===== src/rtl/timer_bank_if.sv =====
// ============================================================================
// timer_bank_if : load bus and status outputs of timer_bank
// Revision      : 1.0
// ============================================================================
`default_nettype none

interface timer_bank_if #(
   parameter int WIDTH    = 5,
   parameter int CHANNELS = 4,
   parameter int CH_W     = (CHANNELS > 1) ? $clog2(CHANNELS) : 1
);
   logic                      load_valid;
   logic [CH_W-1:0]           load_ch;
   logic [WIDTH-1:0]          load_value;
   logic                      load_mode;
   logic [CHANNELS-1:0]       enable;
   logic [CHANNELS-1:0]       irq_clear;
   logic [CHANNELS-1:0]       trigger;
   logic [CHANNELS-1:0]       irq;
   logic [CHANNELS-1:0]       busy;
   logic [CHANNELS*WIDTH-1:0] count;

   modport master (
      output load_valid, load_ch, load_value, load_mode, enable, irq_clear,
      input  trigger, irq, busy, count
   );

   modport slave (
      input  load_valid, load_ch, load_value, load_mode, enable, irq_clear,
      output trigger, irq, busy, count
   );
endinterface

`default_nettype wire


===== src/rtl/timer_bank.sv =====
// ============================================================================
// timer_bank : bank of one-shot/periodic down-counters sharing a prescaler
// Revision   : 1.0
// ============================================================================
`default_nettype none

module timer_bank #(
   parameter int WIDTH    = 5,
   parameter int CHANNELS = 4,
   parameter int PRESCALE = 1
) (
   input  logic         clk,
   input  logic         reset,
   timer_bank_if.slave  bus
);
   localparam int CH_W = (CHANNELS > 1) ? $clog2(CHANNELS) : 1;
   localparam int PS_W = (PRESCALE > 1) ? $clog2(PRESCALE) : 1;
   localparam logic [CH_W:0]   NUM_CH   = (CH_W+1)'(CHANNELS);
   localparam logic [PS_W-1:0] PS_LAST  = PS_W'(PRESCALE - 1);
   localparam logic [0:0]      IDLE     = 1'b0;
   localparam logic [0:0]      RUN      = 1'b1;

   logic [PS_W-1:0] presc;
   logic            tick;
   logic            load_ok;

   assign tick    = (presc == PS_LAST);
   // The extra MSB lets CHANNELS=2^CH_W be represented so out-of-range
   // indices are rejected for every channel count.
   assign load_ok = bus.load_valid && ({1'b0, bus.load_ch} < NUM_CH);

   always_ff @(posedge clk or negedge reset) begin
      if (!reset) begin
         presc <= '0;
      end else if (tick) begin
         presc <= '0;
      end else begin
         presc <= presc + PS_W'(1);
      end
   end

   for (genvar i = 0; i < CHANNELS; i++) begin : g_ch
      logic [WIDTH-1:0] cnt;
      logic [WIDTH-1:0] reload;
      logic             mode;
      logic [0:0]       state;
      logic             trig;
      logic             flag;
      logic             hit;
      logic             step;

      assign hit  = load_ok && (bus.load_ch == CH_W'(i));
      assign step = (state == RUN) && tick && bus.enable[i];

      always_ff @(posedge clk or negedge reset) begin
         if (!reset) begin
            cnt    <= '0;
            reload <= '0;
            mode   <= 1'b0;
            state  <= IDLE;
            trig   <= 1'b0;
            flag   <= 1'b0;
         end else begin
            trig <= 1'b0;
            if (bus.irq_clear[i]) begin
               flag <= 1'b0;
            end
            // A load takes priority over an expiry on the same edge.
            if (hit) begin
               cnt    <= bus.load_value;
               reload <= bus.load_value;
               mode   <= bus.load_mode;
               state  <= (bus.load_value != '0) ? RUN : IDLE;
            end else if (step) begin
               if (cnt == WIDTH'(1)) begin
                  trig <= 1'b1;
                  flag <= 1'b1;
                  if (mode) begin
                     cnt <= reload;
                  end else begin
                     cnt   <= '0;
                     state <= IDLE;
                  end
               end else begin
                  cnt <= cnt - WIDTH'(1);
               end
            end
         end
      end

      assign bus.count[i*WIDTH +: WIDTH] = cnt;
      assign bus.trigger[i]              = trig;
      assign bus.irq[i]                  = flag;
      assign bus.busy[i]                 = (state == RUN);
   end

endmodule

`default_nettype wire

===== src/flat_wrapper.sv =====
// flat-port wrapper written by rule: the top's interface ports become plain ports
module timer_bank_flat 
#(
   parameter int WIDTH    = 5,
   parameter int CHANNELS = 4,
   parameter int PRESCALE = 1
)
  (clk, reset, bus_load_valid, bus_load_ch, bus_load_value, bus_load_mode, bus_enable, bus_irq_clear, bus_trigger, bus_irq, bus_busy, bus_count);
  timer_bank_if #(.WIDTH(WIDTH), .CHANNELS(CHANNELS)) bus_i ();
  input  logic clk;
  input  logic reset;
  input wire logic [$bits(bus_i.load_valid)-1:0] bus_load_valid;
  input wire logic [$bits(bus_i.load_ch)-1:0] bus_load_ch;
  input wire logic [$bits(bus_i.load_value)-1:0] bus_load_value;
  input wire logic [$bits(bus_i.load_mode)-1:0] bus_load_mode;
  input wire logic [$bits(bus_i.enable)-1:0] bus_enable;
  input wire logic [$bits(bus_i.irq_clear)-1:0] bus_irq_clear;
  output wire logic [$bits(bus_i.trigger)-1:0] bus_trigger;
  output wire logic [$bits(bus_i.irq)-1:0] bus_irq;
  output wire logic [$bits(bus_i.busy)-1:0] bus_busy;
  output wire logic [$bits(bus_i.count)-1:0] bus_count;
  assign bus_i.load_valid = bus_load_valid;
  assign bus_i.load_ch = bus_load_ch;
  assign bus_i.load_value = bus_load_value;
  assign bus_i.load_mode = bus_load_mode;
  assign bus_i.enable = bus_enable;
  assign bus_i.irq_clear = bus_irq_clear;
  assign bus_trigger = bus_i.trigger;
  assign bus_irq = bus_i.irq;
  assign bus_busy = bus_i.busy;
  assign bus_count = bus_i.count;
  timer_bank #(.WIDTH(WIDTH), .CHANNELS(CHANNELS), .PRESCALE(PRESCALE)) u_core (.clk(clk), .reset(reset), .bus(bus_i));
endmodule

===== config.mk =====
export PLATFORM = sky130hd
export DESIGN_NAME = timer_bank_flat
export DESIGN_NICKNAME = d
export VERILOG_FILES = /design/src/rtl/timer_bank_if.sv /design/src/rtl/timer_bank.sv /design/src/flat_wrapper.sv
export SDC_FILE = /design/constraint.sdc
export NUM_CORES = 1
export LEC_CHECK = 0
export CAP_MARGIN = 20
export CORE_MARGIN = 5
export CORE_UTILIZATION = 55
export CTS_BUF_LIST = sky130_fd_sc_hd__clkbuf_8
export CTS_CLUSTER_DIAMETER = 50
export DETAILED_ROUTE_END_ITERATION = 8
export MAX_ROUTING_LAYER = met4
export PLACE_DENSITY = 0.9
export SLEW_MARGIN = 25
export SYNTH_ARGS = -nofsm -noshare
export SYNTH_HDL_FRONTEND = slang
export SYNTH_SLANG_ARGS = --single-unit

===== constraint.sdc =====
create_clock -name clk -period 2 [get_ports clk]
set_input_delay 0.3 -clock clk [delete_from_list [all_inputs] [get_ports clk]]
set_output_delay 0.3 -clock clk [all_outputs]
set_load 0.02 [all_outputs]

==> flow_summary_export.csv <==
group,metric,value,unit
outcome,status,"finished with violations",
outcome,failed_checks,"negative hold slack",
synth,avgSynthCellArea,8.96,sq um
floorplanning,die_h,83.0,microns
clocking,h-tree-depth,2,
global_routing,antenna_found_initial,0,
floorplanning,core,5140,sq um
clocking,cts_resized,0,
critical_path,crit_path_start_kind,"flip-flop",
clocking,clk_pin_slew,0.10,ns
routing,ant_nets,0,
clocking,root_buffer,"clkbuf_8",
sta,setup_viol_count_final,0,
synth,ys_seq_area_share,47.8,%
cells_and_area,num-fill-cells,422,
cells_and_area,final_nets,412,
critical_path,cp_data_arrival_time,2.08,ns
floorplanning,rows,26,
placement,hpwl,5.27,mm
sta,period_share,91.2,%
critical_path,slowest_delay,0.48,ns
critical_path,cp-end-kind,"flip-flop",
clocking,clock-sinks,56,
min_path,hp-class,"in -> async",
synth,syn_nets,354,
global_routing,met2_usage,36.7,%
sta,slew_headroom,57.7,%
routing,vias_per_cell,5.94,
clocking,cts_hold_buf,0,
synth,synth_seq_cells,56,
critical_path,crit_required,2.26,ns
run,cap_violations,0,
sta,rsz0062_at_grt,"no",
synth,synthArstFlopShare,100,%
global_routing,use_met3,4.85,%
clocking,cts_tree,"done",
cells_and_area,utilization,70.9,%
sta,whs,-0.00643,ns
floorplanning,die-area,6880,sq um
global_routing,grt_max_degree,30,
global_routing,track_usage,22.6,%
global_routing,grt_pass1_wl,12.6,mm
critical_path,cp_cell_sequence,"inv_1 -> ha_1 -> nor4b_4 -> nand4_1 -> a32oi_1 -> o22a_1",
routing,wl_per_cell,16.0,microns
placement,gpl.final_weighted_congestion,0.875,
routing,vias,2702,
routing,first_pass_iters,5,
critical_path,crit_fanout,10,
sta,setup_tns,0,ns
cells_and_area,drive_above_1_share,9.61,%
synth,synthCells,327,
cells_and_area,multi_input_area,1340,sq um
placement,pre_cts_ws,0.138,ns
synth,synthFlopType,"dfrtp_1",
power,pwr_density_cell,1180,nW/um^2
global_routing,use_met1,28.0,%
power,p_leak,1.71,nW
sta,finalHoldViolations,23,
floorplanning,initial_core_util,57.0,%
global_routing,grt_pass1_vias,2638,
sta,fin_crit,1.82,ns
clocking,clk_latency,0.32,ns
critical_path,r2r-start,"u_core.g_ch[3].cnt[1]",
sta,fmax,0.548,GHz
critical_path,worstSetupPathType,"reg -> reg",
floorplanning,num_io_pins,51,
routing,drc,0,
cells_and_area,area_growth,24.5,%
sta,tightest_slew,0.634,ns
floorplanning,chipWidth,83.0,microns
clocking,clock_path_buffers,2,
clocking,cts_buffers,5,
synth,ys_types,49,
routing,initialDrtViolationCount,198,
global_routing,grt.busiest_layer,"met2",
routing,drt-total-wl,7.27,mm
global_routing,grt_overflow,0,
cells_and_area,antennaDiodeCount,0,
sta,skew,0.00823,ns
placement,port_buffers,50,
critical_path,critPathLaunch,"u_core.g_ch[3].cnt[1]",
sta,slew_viol_final,0,
power,peakVddDrop,0.000768,V
synth,synth_edf_count,0,
synth,yosys_warnings,0,
synth,synthesis.area,2930,sq um
clocking,postCtsSetupRepairBufs,0,
cells_and_area,regArea,1400,sq um
sta,layout_setup_ws,0.176,ns
critical_path,slowest_stage,"nor4b_4",
==> report_power, final <==
group / internal (mW) / switching [mW]
Combinational: 0.909 / 0.962
Clock: 0.238 / 0.370
Sequential: 1.43 / 0.410
Total: 2.58 / 1.74
==> synth_stat cells (2+ instances only) <==
cell / number / share of area, %
a2111oi_0: 2 / 0.60
a21o_1: 3 / 0.77
a21oi_1: 3 / 0.51
a221oi_1: 2 / 0.60
a22oi_1: 5 / 1.3
a311oi_1: 4 / 1.2
a31oi_1: 3 / 0.64
and2_1: 2 / 0.43
and3_1: 5 / 1.1
buf_4: 12 / 3.1
clkbuf_1: 9 / 1.2
dfrtp_1: 56 / 48
ha_1: 8 / 3.4
inv_1: 13 / 1.7
mux2i_1: 2 / 0.68
nand2_1: 86 / 11
nand2b_1: 2 / 0.43
nand3_1: 12 / 2.1
nand3b_1: 5 / 1.3
nand4_1: 3 / 0.64
nor2_1: 18 / 2.3
nor2b_1: 2 / 0.43
nor3_1: 7 / 1.2
nor4_1: 2 / 0.43
nor4b_4: 3 / 2.4
o211a_1: 2 / 0.68
o21ai_0: 30 / 5.1
o31ai_1: 2 / 0.51
o41ai_1: 2 / 0.60
or4_1: 2 / 0.51
xnor2_1: 2 / 0.60
==> state kept, by name, summed over array words and instances, names as in the netlist <==
| name | flops |
|---|---|
| u_core.g_ch.mode | 4 |
| u_core.g_ch.flag | 4 |
| u_core.g_ch.trig | 4 |
| u_core.g_ch.cnt | 20 |
| u_core.g_ch.state | 4 |
| u_core.g_ch.reload | 20 |
==> per-stage QoR <==
step	cells	hold WS [ns]	cell area, sq um	power [mW]
finish	455	-0.00643	3650	4.32
global route	455	0.0407	3650	4.60
CTS	453	0.00946	3620	4.30
detailed placement	446	0.352	3540	3.70
global placement	446	0.350	3540	3.62
floorplan	327	0.00441	2930	2.92
==> cells by family after synthesis <==
| logic type | Yosys count | synth area share (%) |
|---|---|---|
| AOI/OAI and AO/OA | 65 | 14.4 |
| buffers and inverters | 36 | 6.45 |
| DFF | 56 | 47.8 |
| muxes | 2 | 0.683 |
| adders and majority gates | 8 | 3.42 |
| and+or+nand+nor | 158 | 26.6 |
| xor gates and xnor gates | 2 | 0.598 |
==> cells in the final DEF (no fill, tap or decap), types with 2 or more instances in the layout <==
cell type | Yosys | layout
nand4_1 | 3 | 3
nand2b_1 | 2 | 2
or4_1 | 2 | 2
clkdlybuf4s50_1 | 0 | 49
a31oi_1 | 3 | 3
buf_4 | 12 | 23
dfrtp_1 | 56 | 56
xnor2_1 | 2 | 2
and2_1 | 2 | 2
a21o_1 | 3 | 3
a22oi_1 | 5 | 5
o31ai_1 | 2 | 2
nor2b_1 | 2 | 2
nand3b_1 | 5 | 5
o211a_1 | 2 | 2
nand2_1 | 86 | 86
clkbuf_8 | 0 | 5
nor2_1 | 18 | 18
nor4_1 | 2 | 2
nand3_1 | 12 | 12
ha_1 | 8 | 8
nor4b_4 | 3 | 3
a221oi_1 | 2 | 2
and3_1 | 5 | 5
mux2i_1 | 2 | 2
nor3_1 | 7 | 7
inv_1 | 13 | 13
a21oi_1 | 3 | 3
a311oi_1 | 4 | 4
a2111oi_0 | 2 | 2
o41ai_1 | 2 | 2
o21ai_0 | 30 | 30
==> final cells by class <==
class,count,share of cell area (%)
sequential,56,38.4
multi-input combinational,235,36.7
inverter,13,1.34
tap,70,2.40
clock buffer,5,1.89
clock inverter,2,0.343
timing repair buffer,74,18.9
==> layer usage <==
| layer | vias to the layer above | wire length, microns |
|---|---|---|
| met5 | - | 0 |
| met4 | 0 | 142 |
| met3 | 17 | 587 |
| met2 | 158 | 3520 |
| met1 | 1280 | 3020 |
| li1 | 1247 | - |
==> critical path, delay by kind of cell, from the launching register on <==
family	cells	cell delay, ns
flops	1	0.41
fa+ha+maj	1	0.19
compound gates	2	0.40
buf+inv	1	0.09
simple gates	2	0.68
==> worst paths after layout <==
check                                            to  slack (ns)  depth (start not counted)
setup / recovery              u_core.g_ch[3].cnt[3]        0.18                          6
hold / removal                  u_core.g_ch[3].mode      -0.006                          1
setup reg to reg              u_core.g_ch[3].cnt[3]        0.18                          6
hold reg to reg            u_core.g_ch[3].reload[1]        0.48                          2
max in group asynchronous     u_core.g_ch[1].cnt[1]        1.34                          2
min in group clk           u_core.g_ch[3].reload[1]        0.48                          2
Note: power is estimated with default switching activity, not from simulation.
